--- config.mk ---
export PLATFORM = sky130hd
export DESIGN_NAME = timer_ctrl
export DESIGN_NICKNAME = d
export VERILOG_FILES = /design/src/rtl/timer_pkg.sv /design/src/rtl/timer_ctrl_counter.sv /design/src/rtl/timer_ctrl.sv
export SDC_FILE = /design/constraint.sdc
export NUM_CORES = 1
export LEC_CHECK = 0
export CORE_ASPECT_RATIO = 2
export CORE_MARGIN = 2
export CORE_UTILIZATION = 50
export DETAILED_ROUTE_END_ITERATION = 7
export PLACE_DENSITY = 0.75
export SYNTH_ARGS = -nofsm -noshare
export SYNTH_HDL_FRONTEND = slang
export SYNTH_SLANG_ARGS = --single-unit
--- constraint.sdc ---
create_clock -name clk -period 6.53 [get_ports clk]
set_input_delay 0.653 -clock clk [delete_from_list [all_inputs] [get_ports clk]]
set_output_delay 0.653 -clock clk [all_outputs]
set_load 0.05 [all_outputs]
--- src/rtl/timer_pkg.sv ---
// ---------------------------------------------------------------------------
// timer_pkg
// Shared types and constants for the timer controller slice.
//   state_t        : controller state (IDLE holds counters at zero, RUN counts)
//   MODE_ONESHOT   : run stops after the first elapsed period
//   MODE_PERIODIC  : run repeats the period until stopped or restarted
// ---------------------------------------------------------------------------
package timer_pkg;

    typedef enum logic [0:0] {
        IDLE = 1'b0,
        RUN  = 1'b1
    } state_t;

    localparam logic MODE_ONESHOT  = 1'b0;
    localparam logic MODE_PERIODIC = 1'b1;

endpackage

--- src/rtl/timer_ctrl_counter.sv ---
// ---------------------------------------------------------------------------
// timer_ctrl_counter
// Main event counter used by timer_ctrl.
//   clk     : system clock
//   aclr_n  : asynchronous active-low clear
//   sclr_n  : synchronous active-low clear (wins over en)
//   en      : count enable, increments q by one
//   q       : counter value (registered)
// ---------------------------------------------------------------------------
module timer_ctrl_counter #(
    parameter int W = 16
) (
    input  logic         clk,
    input  logic         aclr_n,
    input  logic         sclr_n,
    input  logic         en,
    output logic [W-1:0] q
);

    // Counter register: async clear, then sync clear, then increment on enable.
    always_ff @(posedge clk or negedge aclr_n) begin
        if (!aclr_n) begin
            q <= {W{1'b0}};
        end else if (!sclr_n) begin
            q <= {W{1'b0}};
        end else if (en) begin
            q <= q + {{(W-1){1'b0}}, 1'b1};
        end else begin
            q <= q;
        end
    end

endmodule

--- src/rtl/timer_ctrl.sv ---
// ---------------------------------------------------------------------------
// timer_ctrl
// Programmable prescaled timer sequencer. A host start latches mode, period
// and prescale and enters RUN; the prescaler generates one counter enable
// every presc+1 cycles and the main counter wraps after `period` enables.
//   clk    : system clock
//   clrn   : synchronous active-low reset
//   start  : start/restart request (rejected when period == 0)
//   stop   : abort request (only meaningful in RUN)
//   mode   : 0 one-shot, 1 periodic (latched on accepted start)
//   period : enables per tick, 1..2^W-1 (latched on accepted start)
//   presc  : prescale value, ratio presc+1 (latched on accepted start)
//   busy   : high while in RUN
//   tick   : 1-cycle pulse after each elapsed period
//   done   : 1-cycle pulse when a one-shot run completes
//   err    : 1-cycle pulse after a start with period == 0
//   count  : main counter value
// ---------------------------------------------------------------------------
module timer_ctrl
    import timer_pkg::*;
#(
    parameter int W  = 16,
    parameter int PW = 8
) (
    input  logic          clk,
    input  logic          clrn,
    input  logic          start,
    input  logic          stop,
    input  logic          mode,
    input  logic [W-1:0]  period,
    input  logic [PW-1:0] presc,
    output logic          busy,
    output logic          tick,
    output logic          done,
    output logic          err,
    output logic [W-1:0]  count
);

    state_t        state_r;
    logic          mode_l_r;
    logic [W-1:0]  period_l_r;
    logic [PW-1:0] presc_l_r;
    logic [PW-1:0] p_r;
    logic          tick_r;
    logic          done_r;
    logic          err_r;

    logic          run_s;
    logic          en_s;
    logic          terminal_s;
    logic          stop_acc_s;
    logic          start_acc_s;
    logic          start_rej_s;
    logic          cnt_clr_n_s;

    // Control decode: enable, terminal detection and request acceptance.
    always_comb begin
        run_s       = (state_r == RUN);
        en_s        = run_s && (p_r == presc_l_r);
        // period_l_r is never zero while in RUN, so the subtraction cannot wrap there.
        terminal_s  = en_s && (count == (period_l_r - {{(W-1){1'b0}}, 1'b1}));
        stop_acc_s  = stop && run_s;
        start_acc_s = start && (period != {W{1'b0}});
        start_rej_s = start && (period == {W{1'b0}});
        // The counter is cleared in IDLE, on reset, abort, restart and at wrap.
        cnt_clr_n_s = ~(~clrn | stop_acc_s | start_acc_s | terminal_s | ~run_s);
    end

    // Sequencer: state, latched configuration, prescaler and output pulses.
    always_ff @(posedge clk) begin
        if (!clrn) begin
            state_r    <= IDLE;
            mode_l_r   <= 1'b0;
            period_l_r <= {W{1'b0}};
            presc_l_r  <= {PW{1'b0}};
            p_r        <= {PW{1'b0}};
            tick_r     <= 1'b0;
            done_r     <= 1'b0;
            err_r      <= 1'b0;
        end else begin
            tick_r <= 1'b0;
            done_r <= 1'b0;
            err_r  <= start_rej_s;
            if (stop_acc_s) begin
                // Abort wins over a coincident restart or terminal.
                state_r <= IDLE;
                p_r     <= {PW{1'b0}};
            end else if (start_acc_s) begin
                // Restart suppresses any coincident terminal.
                state_r    <= RUN;
                mode_l_r   <= mode;
                period_l_r <= period;
                presc_l_r  <= presc;
                p_r        <= {PW{1'b0}};
            end else if (run_s) begin
                if (en_s) begin
                    p_r <= {PW{1'b0}};
                end else begin
                    p_r <= p_r + {{(PW-1){1'b0}}, 1'b1};
                end
                if (terminal_s) begin
                    tick_r <= 1'b1;
                    if (mode_l_r == MODE_ONESHOT) begin
                        state_r <= IDLE;
                        done_r  <= 1'b1;
                    end else begin
                        state_r <= RUN;
                    end
                end else begin
                    state_r <= RUN;
                end
            end else begin
                state_r <= IDLE;
                p_r     <= {PW{1'b0}};
            end
        end
    end

    timer_ctrl_counter #(
        .W (W)
    ) u_counter (
        .clk    (clk),
        .aclr_n (1'b1),
        .sclr_n (cnt_clr_n_s),
        .en     (en_s),
        .q      (count)
    );

    assign busy = (state_r == RUN);
    assign tick = tick_r;
    assign done = done_r;
    assign err  = err_r;

endmodule

## Word level (Yosys, flattened, before mapping)

Index checks and enable logic that the tools add are counted.

| operators by class | value |
|---|---|
| add/subtract/negate cells | 3 |
| $mul | 0 |
| divide/modulo/power cells | 0 |
| magnitude comparators | 0 |
| eq/ne operators | 2 |
| shifts and indexed selects | 0 |
| multiplexer cells | 6 |
| bitwise gates (word level) | 8 |
| reduce and logical (&&, ||, !) cells | 12 |

Operators by type and width:

| operator | number |
|---|---|
| 16-bit by 1-bit adder with 16-bit output (second input constant) | 1 |
| 16-bit equality test | 1 |
| 16-bit zero test | 1 |
| 16-bit nonzero test | 1 |
| 16-bit by 1-bit subtractor with 16-bit output (second input constant) | 1 |
| 5-bit OR reduction | 2 |
| 8-bit by 1-bit adder with 8-bit output (second input constant) | 1 |
| 8-bit equality test | 1 |
| 1-bit 2-to-1 mux | 6 |
| 1-bit logical AND | 5 |
| 1-bit NOT | 4 |
| 1-bit OR | 4 |
| 4-bit OR reduction | 1 |
| 2-bit AND reduction | 1 |
| 2-bit OR reduction | 1 |

| word-level totals | value |
|---|---|
| bits in registers | 53 |
| bits in latches | 0 |
| bits in writable memories | 0 |
| memory bits (read-only) | 0 |
| input port bits | 29 |
| output and inout bits | 20 |
| logic and storage cells | 40 |
| memories kept | 0 |

## Longest topological paths before layout

| depth | value |
|---|---|
| word-level depth | 6 |
| gate-level depth with buffers | 11 |
| mapped depth without buffers | 8 |

## Hierarchy

A second synthesis with hierarchy kept.

| second synthesis, totals | value |
|---|---|
| cell total of the unflattened synthesis | 342 |
| area, all modules | 2,917.8 um^2 |

By module, submodules not included:

| module | times used | cells each | area an instance (um^2) | sequential area each (um^2) |
|---|---|---|---|---|
| timer_ctrl | 1 | 261 | 2,102.0 | 740.7 |
| timer_ctrl_counter | 1 | 81 | 815.8 | 400.4 |

## Worst setup path after synthesis

No wires, ideal clock.

| timing path | value |
|---|---|
| path type | register -> register |
| start point | register u_counter.q[12] |
| end point | register u_counter.q[11] |
| library setup time | 115 ps |
| arrival time | 2,594 ps |
| required time | 6,415 ps |
| slack | 3,820 ps |
| cell stages (with the launch flop) | 9 |
| buffers on the path | 2 |
| period minus slack after synthesis | 2,710 ps |
| cells stage by stage | dfxtp_1 xnor2_1 mux2i_1 mux2_1 a221o_1 or4_1 buf_2 buf_6 and3_1 |

| between the ends | value |
|---|---|
| longest elaborated chain between the ends | 4 |

Ends and longest elaborated chain:

| item | line | RTL |
|---|---|---|
| start: declaration | timer_ctrl_counter.sv:17 | `output logic [W-1:0] q` |
| start signal: assignment | timer_ctrl_counter.sv:23 | `q <= {W{1'b0}};` |
| start signal: assignment | timer_ctrl_counter.sv:25 | `q <= {W{1'b0}};` |
| start signal: assignment | timer_ctrl_counter.sv:27 | `q <= q + {{(W-1){1'b0}}, 1'b1};` |
| 16-bit equality test | timer_ctrl.sv:61 | `terminal_s = en_s && (count == (period_l_r - {{(W-1){1'b0}}, 1'b1}));` |
| 1-bit logical AND | timer_ctrl.sv:61 |  |
| 1-bit OR (2 in a row) | timer_ctrl.sv:66 | `cnt_clr_n_s = ~(~clrn \| stop_acc_s \| start_acc_s \| terminal_s \| ~run_s);` |

Every way passes these cells.
A chain may end at the register's enable or synchronous reset.

## Worst setup path after layout

| timing path | value |
|---|---|
| start point | register period_l_r[4] |
| end point | register u_counter.q[1] |

| between the ends | value |
|---|---|
| longest elaborated chain between the ends | 5 |

Ends and longest elaborated chain:

| item | line | RTL |
|---|---|---|
| start: declaration | timer_ctrl.sv:41 | `logic [W-1:0] period_l_r;` |
| start signal: assignment | timer_ctrl.sv:74 | `period_l_r <= {W{1'b0}};` |
| start signal: assignment | timer_ctrl.sv:92 | `period_l_r <= period;` |
| 16-bit by 1-bit subtractor with 16-bit output | timer_ctrl.sv:61 |  |
| 16-bit equality test | timer_ctrl.sv:61 |  |
| 1-bit logical AND | timer_ctrl.sv:61 |  |
| 1-bit OR (2 in a row) | timer_ctrl.sv:66 |  |
| end signal: assignment | timer_ctrl_counter.sv:25 |  |
| end signal: assignment | timer_ctrl_counter.sv:27 |  |
| end signal: assignment | timer_ctrl_counter.sv:29 | `q <= q;` |

Every way passes these cells.

==> impl_metrics.json <==
{
  "status": "finished clean",
  "grt_max_degree": 29,
  "dieHeight_um": 111.7,
  "period_minus_slack_ps": 3319,
  "start_util_pct": 51.19,
  "dp_hpwl_mm": 5.641,
  "syn_area_per_cell_um2": 8.375,
  "ys_seq_area_share_pct": 36.61,
  "placed_cells": 438,
  "ctsResizeCount": 0,
  "synth_common_cells": "60 x nand2_1, 53 x dfxtp_1, 31 x xnor2_1, 30 x and3_1, 25 x a21boi_0",
  "core_um2": 5660,
  "clk_latency_ps": 290,
  "synth_edf_count": 0,
  "layout_setup_ws_ps": 3211,
  "area.sequential_um2": 1061,
  "synth_top_cell_by_area": "dfxtp_1",
  "final_max_slew_viol_count": 0,
  "synthCells": 346,
  "synthTopCellsByArea": "dfxtp_1 37%, xnor2_1 9.4%, nand2_1 7.8%",
  "synthSimpleGateAreaFrac_pct": 30.22,
  "fin_hold_ws_ps": 473.9,
  "cts_setup_buffers": 0,
  "setup-violations-final": 0,
  "worstSetupPathType": "reg -> reg",
  "synth-main-ff-cell": "dfxtp_1",
  "cts_hold_buf": 0,
  "pin_count": 49,
  "end_kind": "register",
  "r2r_start": "period_l_r[4]$_SDFFE_PN0P_",
  "r2r_end": "u_counter.q[1]$_SDFFE_PP0P_",
  "num_rows": 39,
  "p_sw_share_pct": 24.45,
  "power_density_nw_per_um2": 210.1,
  "synth-compound-area-share_pct": 11.87,
  "synth.most_common_cell": "nand2_1",
  "synthMuxAreaShare_pct": 2.245,
  "vias": 2576,
  "drc": 0,
  "max_slew_margin_pct": 19.36,
  "fin_crit_sh_pct": 50.83,
  "drt-total-wl_mm": 7.310,
  "fp.dieW_um": 57.83,
  "area_growth_pct": 22.50,
  "multiInputGateArea_um2": 1738,
  "cts-buffers-inserted": 5,
  "yosys_warnings": 0,
  "drtPass1Iterations": 4,
  "dp_slack_ps": 3233,
  "port_buffers": 48,
  "endpoint": "u_counter.q[1]$_SDFFE_PP0P_",
  "avgViaCountPerCell": 5.789,
  "rrSetupSlack_ps": 3210,
  "gp_congestion": 0.9059,
  "power.share.clock_pct": 39.7,
  "p_int_mw": 0.5633,
  "synthesis.area_um2": 2898,
  "fill_cells": 520,
  "grt_pass1_vias": 2529,
  "synth_cell_type_count": 47,
  "async_reset_ff_share_pct": 0,
  "cts_max_level": 2,
  "holdPathStages": 1,
  "synth_xor_area_share_pct": 14.21,
  "grt_usage_pct": 24.07,
  "ant_nets": 0,
  "ys_ff_latch": 53,
  "rsz0062_at_grt": "no",
  "max_freq_mhz": 301.3,
  "route.detailed.wl_per_inst_um": 16.43,
  "vdd_drop_max_mv": 0.2061,
  "max_cap_viol_count": 0,
  "skew_ps": 2.754,
  "cts_tree": "built",
  "final_cell_count_no_fill": 445,
  "drive_gt1_share_pct": 4.948,
  "antenna_cells": 0,
  "p_seq_share_pct": 46.5,
  "ctsRootBufferMaster": "clkbuf_16",
  "finalNetCount": 416,
  "required_ps": 6720,
  "ff2ff_path_depth": 6,
  "crit_path_start": "period_l_r[4]$_SDFFE_PN0P_",
  "p_comb_share_pct": 13.8,
  "fin_setup_tns_ps": 0,
  "synthAdderAreaFrac_pct": 1.295,
  "grt_pass1_wl_mm": 11.85,
  "syn_nets": 378,
  "antenna_found_initial": 0,
  "cts_buffer_depth": 2,
  "clk_pin_slew_worst_paths_ps": 70,
  "synth_top_family_by_area": "simple AND/OR/NAND/NOR gates",
  "p_leak_nw": 1.417,
  "p_switching_mw": 0.1823,
  "cts_sinks": 53,
  "drt_iter0_drc": 90,
  "tightestPinTransition_ps": 1193,
  "grt_overflow_total": 0,
  "min_path_type": "reg -> reg",
  "die_area_um2": 6457,
  "finalHoldViolations": 0,
  "critical_path_arrival_ps": 3510,
  "synth_top_area_share_pct": 36.61,
  "cp_max_fo": 17,
  "critPathLaunchType": "register"
}
[metrics by stage]
stage | cell area [µm²] | util, % | power (mW)
2_1_floorplan | 2898 | - | 0.4186
3_3_place_gp | 3390 | 59.88 | 0.4553
3_5_place_dp | 3390 | 59.88 | 0.4576
4_1_cts | 3550 | 62.71 | 0.7482
5_1_grt | 3550 | 62.71 | 0.7718
6_report | 3550 | 62.71 | 0.7456
[cells in the final DEF, fill, tap and decap left out, drive strengths merged, types with 6 or more instances in the layout]
cell            n
a21boi         25
and3           30
clkdlybuf4s50  48
dfxtp          53
nand2          60
nand3          12
nand4          10
nor2           19
nor4            6
xnor2          31
xor2           16
[sequential cells by signal (all words and copies together) (netlist names)]
| signal | count |
|---|---|
| presc_l_r | 8 |
| done | 1 |
| err | 1 |
| busy | 1 |
| period_l_r | 16 |
| u_counter.q | 16 |
| p_r | 8 |
| mode_l_r | 1 |
| tick | 1 |
[critical path, stage by stage, from the launching register on]
cell	delay, ps
dfxtp_1	350
nor4_2	810
nand4b_1	260
mux2_1	360
a221o_1	380
or4_1	770
and3_1	290
[power groups by stage]
| stage | clock network (mW) | logic [mW] | registers (mW) |
|---|---|---|---|
| 2_1_floorplan | 0 | 0.0687 | 0.350 |
| 3_3_place_gp | 0 | 0.102 | 0.354 |
| 3_5_place_dp | 0 | 0.104 | 0.354 |
| 4_1_cts | 0.298 | 0.104 | 0.347 |
| 5_1_grt | 0.309 | 0.115 | 0.348 |
| 6_report | 0.296 | 0.103 | 0.347 |
[area by class of cell]
cell class / instances / area share [%]
Tap cell: 61 / 2.150
Sequential cell: 53 / 29.89
Multi-Input combinational cell: 269 / 48.96
Inverter: 5 / 0.5287
Clock inverter: 2 / 0.9870
Clock buffer: 5 / 3.525
Timing Repair Buffer: 50 / 13.96
[worst min path at each step]
| stage | slack, ps | from | endpoint |
|---|---|---|---|
| 3_3_place_gp | 450 | p_r[0]$_SDFF_PP0_ | p_r[0]$_SDFF_PP0_ |
| 2_1_floorplan | 430 | mode_l_r$_SDFFE_PN0P_ | done$_SDFF_PP0_ |
| 3_5_place_dp | 460 | p_r[0]$_SDFF_PP0_ | p_r[0]$_SDFF_PP0_ |
| 6_report | 470 | p_r[0]$_SDFF_PP0_ | p_r[0]$_SDFF_PP0_ |
| 4_1_cts | 480 | p_r[0]$_SDFF_PP0_ | p_r[0]$_SDFF_PP0_ |
| 5_1_grt | 500 | p_r[0]$_SDFF_PP0_ | p_r[0]$_SDFF_PP0_ |
[cell families (layout without fill, tap and decap cells)]
logic type / Yosys count / after routing
compound gates: 47 / 47
fa+ha+maj: 3 / 3
buf+inv: 24 / 62
mux: 6 / 6
simple gates: 166 / 166
flops: 53 / 53
xor+xnor: 47 / 47
[metal layers]
| layer | up-vias | wire [µm] | GRT usage (%) |
|---|---|---|---|
| met1 | 1207 | 2638 | 23.34 |
| li1 | 1273 | - | - |
| met5 | - | 0 | 0 |
| met2 | 73 | 4059 | 44.70 |
| met4 | 0 | 380 | 13.49 |
| met3 | 23 | 231 | 4.878 |
Note: power is estimated with default switching activity, not from simulation.
